### src/rtl/regfile_dump_reader.sv
// Streams register-file words FIRST_ADDR..LAST_ADDR over a valid/ready port,
// one FETCH cycle plus at least one SEND cycle per word.
module regfile_dump_reader #(
    parameter int ADDR_W     = 5,
    parameter int DATA_W     = 32,
    parameter int FIRST_ADDR = 0,
    parameter int LAST_ADDR  = 31
) (
    input  logic              clk,
    input  logic              rst,
    input  logic              start,
    output logic [ADDR_W-1:0] rf_addr,
    input  logic [DATA_W-1:0] rf_data,
    output logic              out_valid,
    input  logic              out_ready,
    output logic [DATA_W-1:0] out_data,
    output logic [ADDR_W-1:0] out_addr,
    output logic              out_last,
    output logic              busy,
    output logic              done
);

    localparam logic [ADDR_W-1:0] FirstAddr = ADDR_W'(FIRST_ADDR);
    localparam logic [ADDR_W-1:0] LastAddr  = ADDR_W'(LAST_ADDR);

    typedef enum logic [1:0] {IDLE, FETCH, SEND, DONE} state_t;

    state_t              state_q, state_d;
    logic [ADDR_W-1:0]   rfAddr_q, rfAddr_d;
    logic                valid_q, valid_d;
    logic [DATA_W-1:0]   data_q, data_d;
    logic [ADDR_W-1:0]   addr_q, addr_d;
    logic                last_q, last_d;

    always_ff @(posedge clk) begin
        if (rst) begin
            state_q  <= IDLE;
            rfAddr_q <= '0;
            valid_q  <= 1'b0;
            data_q   <= '0;
            addr_q   <= '0;
            last_q   <= 1'b0;
        end else begin
            state_q  <= state_d;
            rfAddr_q <= rfAddr_d;
            valid_q  <= valid_d;
            data_q   <= data_d;
            addr_q   <= addr_d;
            last_q   <= last_d;
        end
    end

    // The word is captured in FETCH; later register-file writes do not alter the beat.
    always_comb begin
        state_d  = state_q;
        rfAddr_d = rfAddr_q;
        valid_d  = valid_q;
        data_d   = data_q;
        addr_d   = addr_q;
        last_d   = last_q;
        case (state_q)
            IDLE: begin
                if (start) begin
                    rfAddr_d = FirstAddr;
                    state_d  = FETCH;
                end
            end
            FETCH: begin
                data_d  = rf_data;
                addr_d  = rfAddr_q;
                last_d  = (rfAddr_q == LastAddr);
                valid_d = 1'b1;
                state_d = SEND;
            end
            SEND: begin
                if (valid_q && out_ready) begin
                    valid_d = 1'b0;
                    if (last_q) begin
                        state_d = DONE;
                    end else begin
                        rfAddr_d = rfAddr_q + ADDR_W'(1);
                        state_d  = FETCH;
                    end
                end
            end
            DONE: begin
                state_d = IDLE;
            end
            default: begin
                state_d = IDLE;
            end
        endcase
    end

    assign rf_addr   = rfAddr_q;
    assign out_valid = valid_q;
    assign out_data  = data_q;
    assign out_addr  = addr_q;
    assign out_last  = last_q;
    assign busy      = (state_q != IDLE);
    assign done      = (state_q == DONE);

endmodule

### config.mk
export PLATFORM = sky130hd
export DESIGN_NAME = regfile_dump_reader
export DESIGN_NICKNAME = d
export VERILOG_FILES = /design/src/rtl/regfile_dump_reader.sv
export SDC_FILE = /design/constraint.sdc
export NUM_CORES = 1
export LEC_CHECK = 0
export BUFFER_PORTS_ARGS = -buffer_cell sky130_fd_sc_hd__buf_2
export CAP_MARGIN = 20
export CORE_ASPECT_RATIO = 2
export CORE_MARGIN = 5
export CORE_UTILIZATION = 49
export DETAILED_ROUTE_END_ITERATION = 12
export PLACE_DENSITY = 0.83
export SYNTH_ARGS = -nofsm -noshare
export SYNTH_HDL_FRONTEND = slang
export SYNTH_SLANG_ARGS = --single-unit
### constraint.sdc
create_clock -name clk -period 3.15 [get_ports clk]
set_clock_uncertainty 0.1 [all_clocks]
set_input_delay 0.1575 -clock clk [delete_from_list [all_inputs] [get_ports clk]]
set_output_delay 0.1575 -clock clk [all_outputs]
set_load 0.01 [all_outputs]
==> results.toml <==
[cts]
cts_sinks = 46
clock_latency_ns = 0.30
clock_path_buffers = 2
clk_pin_slew_ns = 0.08
cts-buffers-inserted = 5
post-cts-setup-buffers = 0
htreeDepth = 2
cts_tree = "done"
clockRootBuffer = "clkbuf_8"

[global_route]
grtUsageTotal_pct = 19.6
gr-total-overflow = 0
grt_pass1_vias = 1644
antenna_found_initial = 0
grt_first_pass_wirelength_um = 7380
grt_max_degree = 47

[final_layout]
drive_gt1_share_pct = 30.7
syn_to_final_growth_pct = 44.9
fin_cells = 364
fillCellCount = 278
final_nets = 353
multi_input_area_um2 = 746
diodes = 0
ff_latch_area_um2 = 921
utilization_pct = 74.6

[sta]
final_hold_viol_count = 1
tightest_slew_ns = 0.815
maxSlewHeadroom_pct = 45.7
holdWs_ns = -0.000450
min_period_ns = 1.81
rsz0062_at_grt = "no"
post-route-period-util_pct = 57.3
setup_tns_ns = 0
fmax_ghz = 0.554
setup_viol = 0
maxSlewViolCount = 0

[power]
power_density_nw_per_um2 = 516
power.total_w = 0.00131
max-vdd-ir-drop_v = 0.000513
p_leak_nw = 1.15

[synthesis]
syn_area_um2 = 1760
syn-instance-count = 215
ys_types = 32
synth_seq_cells = 46
synth-seq-area-share_pct = 52.4
yosys_warnings = 0
syn_nets = 253
syn-mean-instance-area_um2 = 8.18

[floorplan]
dieArea_um2 = 4960
die_h_um = 94.7
chipWidth_um = 52.4
ios = 82
rows = 30
core_um2 = 3420
initial_core_util_pct = 51.5

[placement]
post-place-cells = 331
io_buffers = 81
gp_congestion = 0.827
post-dp-hpwl_um = 3050

[routing]
drt_iter0_markers = 25
vias = 1789
drtAntennaViolNets = 0
dr.pass1.iters = 4
viasPerCell = 4.91
drcViolationCount = 0
wire_per_inst_um = 12.9
wirelength_um = 4710

[status]
outcome = "finished, violations left"
violations = "hold timing"

[critical_path]
cp-start-kind = "flip-flop"
critical_path_class = "reg2reg"
arrival_ns = 1.92
endpoint_kind = "flip-flop"
path_max_fanout = 22
required_ns = 3.27

[flow_run]
cap_violations = 0

[hold_path]
hp-class = "in2reg"
## kinds of logic (layout without fill, tap and decap cells)
| kind of cell | after synthesis | count (layout) | share of synthesized area (%) |
|---|---|---|---|
| simple gates | 95 | 95 | 24.0 |
| compound gates | 55 | 55 | 17.0 |
| flops | 46 | 46 | 52.4 |
| buf+inv | 17 | 118 | 5.20 |
| fa+ha+maj | 2 | 2 | 1.42 |
## power by group
| part | internal [W] | leakage [nW] | total [W] | switching, W |
|---|---|---|---|---|
| Combinational | 0.0000769 | 0.701 | 0.000163 | 0.0000859 |
| Sequential | 0.000605 | 0.374 | 0.000622 | 0.0000165 |
| Clock | 0.000338 | 0.0714 | 0.000529 | 0.000191 |
## timing repair
item,CTS,global route
gates resized for setup,0,0
hold buffers,24,1
endpoints found under the hold margin,24,1
## cell usage after synthesis (all sizes together)
cell type | instances | share of area, %
a31oi | 2 | 0.71
nand3b | 1 | 0.64
nor2b | 1 | 0.36
o311ai | 1 | 0.50
nor3 | 1 | 0.28
a21oi | 43 | 12
a211oi | 2 | 0.85
nand3 | 2 | 0.57
and3b | 1 | 0.57
o21ai | 2 | 0.57
or3b | 1 | 0.50
nor2 | 2 | 0.43
nand2 | 76 | 16
nor3b | 1 | 0.43
and2b | 2 | 0.93
ha | 2 | 1.4
buf | 6 | 2.2
nand2b | 2 | 1.1
dfxtp | 46 | 52
clkbuf | 9 | 2.6
and2 | 1 | 0.36
inv | 2 | 0.43
and3 | 1 | 0.36
or4 | 2 | 0.85
o211ai | 5 | 2.1
or2 | 1 | 0.36
## metrics by stage
step | instance area (um^2) | hold slack, ns | worst slack, ns
after CTS | 2540 | 0.0000196 | 1.35
after global routing | 2550 | 0.000463 | 1.17
final | 2550 | -0.000450 | 1.34
after detailed placement | 2150 | 0.304 | 1.35
after floorplan | 1760 | 0.191 | 1.72
after global placement | 2150 | 0.298 | 1.41
## worst max-delay path, stage by stage, from the launching register on
cell	delay (ns)
dfxtp_1	0.49
and2b_1	0.56
buf_4	0.36
nand2_1	0.08
a21oi_1	0.13
## routing by layer
layer / routed length, um / up-vias / global-route usage [%] / part of all wire [%]
li1: - / 911 / - / -
met1: 1690 / 809 / 21.8 / 36
met2: 2580 / 55 / 33.2 / 55
met3: 271 / 14 / 4.42 / 5.8
met4: 174 / 0 / 11.1 / 3.7
met5: 0 / - / 0 / 0
## sequential cells by signal, indices dropped and copies added (netlist names)
register,cells
out_data,32
rf_addr,5
state_q,2
out_valid,1
out_last,1
out_addr,5
## cell usage in the layout (no fill, tap or decap), drive strengths merged, types with 2 or more instances in the layout
master	n
a31oi	2
a21oi	43
dfxtp	46
nand2	76
ha	2
o211ai	5
dlygate4sd3	25
nand2b	2
or4	2
inv	2
o21ai	2
clkbuf	6
and2b	2
bufinv	2
buf	83
a211oi	2
nand3	2
nor2	2
## worst paths after layout
kind / depth (start not counted) / slack, ns / end / startpoint
min: 3 / -0.0005 / out_data[6] / rf_data[6]
max: 4 / 1.34 / out_last / state_q[0]
min reg2reg: 2 / 0.35 / out_addr[3] / out_addr[3]
max reg2reg: 4 / 1.34 / out_last / state_q[0]
## final cells by class
class	count	area share [%]
Sequential cell	46	36.1
Inverter	2	0.295
Timing Repair Buffer	108	26.3
Clock buffer	6	3.24
Clock inverter	2	2.36
Multi-Input combinational cell	152	29.3
Tap cell	48	2.36
Power figures use the tool's default switching activity.
